`config.mk`:
```
export PLATFORM = sky130hd
export DESIGN_NAME = register_file
export DESIGN_NICKNAME = d
export VERILOG_FILES = /design/src/rtl/register_file.sv
export SDC_FILE = /design/constraint.sdc
export NUM_CORES = 2
export LEC_CHECK = 0
export CORE_MARGIN = 3
export CORE_UTILIZATION = 30
export CTS_CLUSTER_SIZE = 28
export DETAILED_ROUTE_END_ITERATION = 6
export PLACE_DENSITY = 0.55
export SLEW_MARGIN = 30
export SYNTH_ARGS = -nofsm -noshare
export SYNTH_HDL_FRONTEND = slang
export SYNTH_SLANG_ARGS = --single-unit
```
`constraint.sdc`:
```
create_clock -name clk -period 39.5 [get_ports clk]
set_clock_uncertainty 0.1 [all_clocks]
set_input_delay 7.9 -clock clk [delete_from_list [all_inputs] [get_ports clk]]
set_output_delay 7.9 -clock clk [all_outputs]
set_load 0.02 [all_outputs]
```
`src/rtl/register_file.sv`:
```
// register_file: 32 x DATA_WIDTH GPR file, two combinational read ports (rs, rt), one write port.
// Latency: reads 0 cycles; writes land at the rising clk edge (forwarded same-cycle when REGFILE_BYPASS_EN is defined).
// Backpressure: none; every enabled write is accepted, reset clears asynchronously and discards writes.
module register_file #(
  parameter int DATA_WIDTH = 32,
  parameter int ADDR_WIDTH = 5
) (
  input  logic                  clk,
  input  logic                  reset,
  input  logic [ADDR_WIDTH-1:0] rs_addr,
  input  logic [ADDR_WIDTH-1:0] rt_addr,
  input  logic                  wr_en,
  input  logic [ADDR_WIDTH-1:0] wr_addr,
  input  logic [DATA_WIDTH-1:0] wr_data,
  output logic [DATA_WIDTH-1:0] rs_data,
  output logic [DATA_WIDTH-1:0] rt_data
);

  localparam int DEPTH = 2 ** ADDR_WIDTH;

  logic [DATA_WIDTH-1:0] regs_q [DEPTH];
  logic [DATA_WIDTH-1:0] regs_d [DEPTH];

  // A write only counts when it targets a nonzero index; R0 stays hardwired to zero.
  logic wr_hit;
  assign wr_hit = wr_en && (wr_addr != '0);

  // Next-state: hold every entry, replace the addressed one, pin entry 0 to zero.
  always_comb begin
    for (int i = 0; i < DEPTH; i++) begin
      regs_d[i] = regs_q[i];
    end
    if (wr_hit) begin
      regs_d[wr_addr] = wr_data;
    end
    regs_d[0] = '0;
  end

  // Storage: reset clears everything immediately, otherwise capture next state on the edge.
  always_ff @(posedge clk or posedge reset) begin
    if (reset) begin
      for (int i = 0; i < DEPTH; i++) begin
        regs_q[i] <= '0;
      end
    end else begin
      for (int i = 0; i < DEPTH; i++) begin
        regs_q[i] <= regs_d[i];
      end
    end
  end

`ifdef REGFILE_BYPASS_EN
  // Forwarding is suppressed during reset so both ports read zero while it is held.
  logic byp_vld;
  assign byp_vld = wr_hit && !reset;

  // Read ports: stored value, overridden by the in-flight write to the same nonzero index.
  always_comb begin
    rs_data = regs_q[rs_addr];
    rt_data = regs_q[rt_addr];
    if (byp_vld && (wr_addr == rs_addr)) begin
      rs_data = wr_data;
    end
    if (byp_vld && (wr_addr == rt_addr)) begin
      rt_data = wr_data;
    end
  end
`else
  // Read ports: stored contents only; a same-index write shows up after the edge.
  always_comb begin
    rs_data = regs_q[rs_addr];
    rt_data = regs_q[rt_addr];
  end
`endif

endmodule

```
After elaboration in Yosys (flattened, before gate mapping)

Cells that the tools add are included.

Bits in registers: 992
Output and inout port bits: 64
Logic and storage cells: 50

$lt $le $gt $ge: 4
Mux-type cells: 9
Bitwise logic cells: 3
Reduce and logical (&&, ||, !) cells: 3

Operators with widths:

| kind                 | number |
|---|---|
| $bwmux W1024         | 1 |
| $bmux W32 S5         | 2 |
| $demux W32 S5        | 1 |
| $mux W32             | 5 |
| $ge A6 B6 Y1 const B | 3 |
| $not A5 Y6           | 3 |
| $lt A6 B1 Y1 const B | 1 |
| $reduce_bool A5 Y1   | 1 |
| $logic_and A1 B1 Y1  | 2 |

Depth between registers and ports, before layout

Depth after elaboration: 6
Depth in mapped cells: 9

Worst setup path after synthesis

OpenSTA, ideal clock, no wires.

Path type: input to output
Start point: in rs_addr[0]
End point: out rs_data[10]
Data arrival time: 9.508 ns
Setup slack: 21.992 ns
Stages: 7
Path buffers: 3
Cell sequence: buf_2 -> buf_6 -> buf_2 -> mux4_2 -> a22o_1 -> o21ai_1 -> o31ai_1

Cells in the longest elaborated chain, start to end: 4

RTL lines:

| item                                        | RTL line | RTL |
|---|---|---|
| from (decl)                                 | 10       | `input logic [ADDR_WIDTH-1:0] rs_addr,` |
| $not A5 Y6 (not written as such)            | 71       | `rs_data = regs_q[rs_addr];` |
| $bmux W32 S5                                | 71       |  |
| $mux W32 (not written as such) (2 in a row) | 71       |  |
| to (decl)                                   | 15       | `output logic [DATA_WIDTH-1:0] rs_data,` |

Every way passes these cells. The select of a mux whose other input is x is not followed.

Final worst setup path

Start point: in rt_addr[0]
End point: out rt_data[11]

Cells in the longest elaborated chain, start to end: 4

RTL lines:

| item                                        | RTL line | RTL |
|---|---|---|
| from (decl)                                 | 11       | `input logic [ADDR_WIDTH-1:0] rt_addr,` |
| $not A5 Y6 (not written as such)            | 72       | `rt_data = regs_q[rt_addr];` |
| $bmux W32 S5                                | 72       |  |
| $mux W32 (not written as such) (2 in a row) | 72       |  |
| to (decl)                                   | 16       | `output logic [DATA_WIDTH-1:0] rt_data` |

Every way passes these cells. The select of a mux whose other input is x is not followed.

==> results.py <==
metrics = {
    "run_status": {
        "status": "complete, no violations",
    },
    "sta": {
        "final.setup.tns_ns": 0,
        "fmax_mhz": 48.0,
        "finalCriticalPeriod_ns": 20.82,
        "finalCritPeriodShare_pct": 52.7,
        "hold_viol": 0,
        "tightest_slew_ns": 1.04,
        "final-max-slew-violation-count": 0,
        "rsz0062_at_grt": "false",
        "relSlewSlack_pct": 30.3,
        "hold_slack_ns": 0.399,
        "setup_viol": 0,
    },
    "logic_synthesis": {
        "synth.area.top_cells": "dfrtp_1 (47%), mux2_2 (22%), mux4_2 (16%)",
        "ys.warnings.count": 0,
        "synth-main-ff-cell": "dfrtp_1",
        "syn_area_per_cell_um2": 14.8,
        "synth_cell_types": 30,
        "postSynthCellCount": 3598,
        "yosys.area_share.adder_pct": 0,
        "synth_edf_count": 0,
        "ys_async_sr_fraction_pct": 100,
        "synthesis.nets": 3648,
        "synth_top_area_share_pct": 46.7,
        "synth.most_common_cell": "mux2_2",
        "synth_seq_cells": 992,
        "syn_area_um2": 53200,
        "muxShareOfSynthArea_pct": 42.2,
        "synthTopCellsByCount": "mux2_2 (1024), dfrtp_1 (992), mux4_2 (384)",
        "synth-seq-area-share_pct": 46.7,
        "synth-xor-area-share_pct": 0,
        "synth_compound_area_share_pct": 6.32,
        "synth_top_family_by_area": "multiplexers",
        "yosys.area.top_type": "dfrtp_1",
        "yosys.area_share.simple_pct": 1.35,
    },
    "power": {
        "p_seq_share_pct": 44.0,
        "p_int_uw": 2230,
        "power_frac_comb_pct": 21.2,
        "p_sw_uw": 851,
        "p_per_area_nw_per_um2": 51.1,
        "clkPwrFrac_pct": 34.7,
        "ir_drop_v": 0.0000363,
        "leakage_uw": 0.0256,
        "switching_share_pct": 27.6,
    },
    "job": {
        "drv_cap": 0,
    },
    "drt": {
        "drt-initial-drc-count": 2426,
        "vias": 33500,
        "wirelength_um": 177000,
        "drc": 0,
        "first_pass_iters": 5,
        "ant_nets": 0,
        "routedWlPerCell_um": 29.8,
        "via_per_inst": 5.65,
    },
    "finish": {
        "regMostFlops": "regs_q",
        "nNetsFinal": 3563,
        "layout-drive-gt1-share_pct": 49.5,
        "fin_cells": 5935,
        "top_regs": "regs_q: 992 flops",
        "area_growth_pct": 13.3,
        "largest_reg_flops": 992,
    },
    "die": {
        "start_util_pct": 30.4,
        "coreArea_um2": 175000,
        "die_h_um": 427,
        "fp.dieW_um": 427,
        "ios": 114,
        "dieArea_um2": 182000,
        "num_rows": 153,
    },
    "setup_path": {
        "path_delay_family": "buffers and inverters",
        "crit_path_start_kind": "input port",
        "required_ns": 31.50,
        "arrival_ns": 12.82,
        "critPathMaxFanout": 90,
        "crit_path_start": "rt_addr[0]",
        "crit_type": "in -> out",
        "crit_path_max_incr_delay_ns": 0.76,
        "crit_path_end_kind": "output pin",
        "crit_chain": "buf_8 > buf_12 > buf_4 > buf_6 > mux4_2 > mux2i_1 > and2_1 > o31ai_1 > clkdlybuf4s50_1",
        "crit_buf_inv": 5,
        "r2r_start": "regs_q[374]",
        "crit_slowest_cell": "clkdlybuf4s50_1",
    },
    "clocking": {
        "cts.repair.resized": 0,
        "root_buffer": "clkbuf_16",
        "cts_tree": "built",
        "clk_pin_slew_ns": 0.06,
        "cts_inserted_buffers": 106,
        "clk_latency_ns": 0.71,
        "h-tree-depth": 3,
        "cts_hold_buf": 0,
        "clock-sinks": 992,
        "post_cts_buffers": 0,
        "clk_path_buf_depth": 3,
    },
    "placement": {
        "gp_congestion": 0.766,
        "dp.cells": 5729,
        "hpwl_um": 101000,
        "io_buffer_count": 113,
    },
    "global_routing": {
        "grt_pass1_wl_um": 257000,
        "grt_pass1_vias": 35000,
        "antenna_found_initial": 12,
        "grt_remaining_overflow": 0,
        "track_usage_pct": 19.2,
        "grt_max_degree": 155,
    },
    "min_path": {
        "worst_hold_path_type": "reg -> reg",
        "min_from": "regs_q[371]",
    },
}
layout by cell type, fill, tap and decap left out, drive strengths merged, types with 66 or more instances in the layout:
master         count
mux2i            192
clkbuf           155
a22o             192
buf              131
mux2            1056
dfrtp            992
and2              66
mux4             384
clkdlybuf4s50     73
cell type report:
cell class	count	area, um2
Tap cell	2325	2910
Multi-Input combinational cell	2206	26800
Clock buffer	155	3230
Antenna cell	4	10.0
Clock inverter	46	532
Fill cell	16900	115000
Timing Repair Buffer	204	1860
Inverter	3	18.8
Sequential cell	992	24800
per-layer routing:
metal	vias up	part of all wire, %	track usage (%)
met2	952	49	32.7
met5	-	0.015	0
li1	13800	-	-
met1	18400	42	24.8
met4	4	4.1	7.78
met3	348	4.3	2.39
per-stage QoR:
step           total power (uW)  setup slack (ns)  area (um2)  utilization [%]
2_1_floorplan              1830              3.59       53200                -
3_3_place_gp               2010             18.32       56400             32.2
3_5_place_dp               2030             18.52       56400             32.3
4_1_cts                    3100             18.52       60200             34.4
5_1_grt                    3220             18.40       60200             34.4
6_report                   3080             18.68       60200             34.4
kinds of logic after synthesis:
kind of cell / Yosys count
buffers and inverters: 400
multiplexers: 1632
AO/OA/AOI/OAI: 448
AND/OR/NAND/NOR: 126
flip-flops: 992
power by group through the flow:
stage                     Clock (uW)  Sequential (uW)  Combinational, uW
after floorplan                    0             1330                506
after global placement             0             1360                648
after detailed placement           0             1370                658
after CTS                       1090             1350                660
after global routing            1140             1380                701
final                           1070             1360                654
final timing paths:
path / endpoint / slack, ns / cells after the start
hold / removal: regs_q[371] / 0.40 / 1
setup reg to reg: regs_q[374] / 38.59 / 1
hold reg to reg: regs_q[371] / 0.40 / 1
max in group asynchronous: regs_q[840] / 28.72 / 5
min in group asynchronous: regs_q[336] / 7.75 / 2
setup / recovery: rt_data[11] / 18.68 / 9
Note: power is estimated with default switching activity, not from simulation.
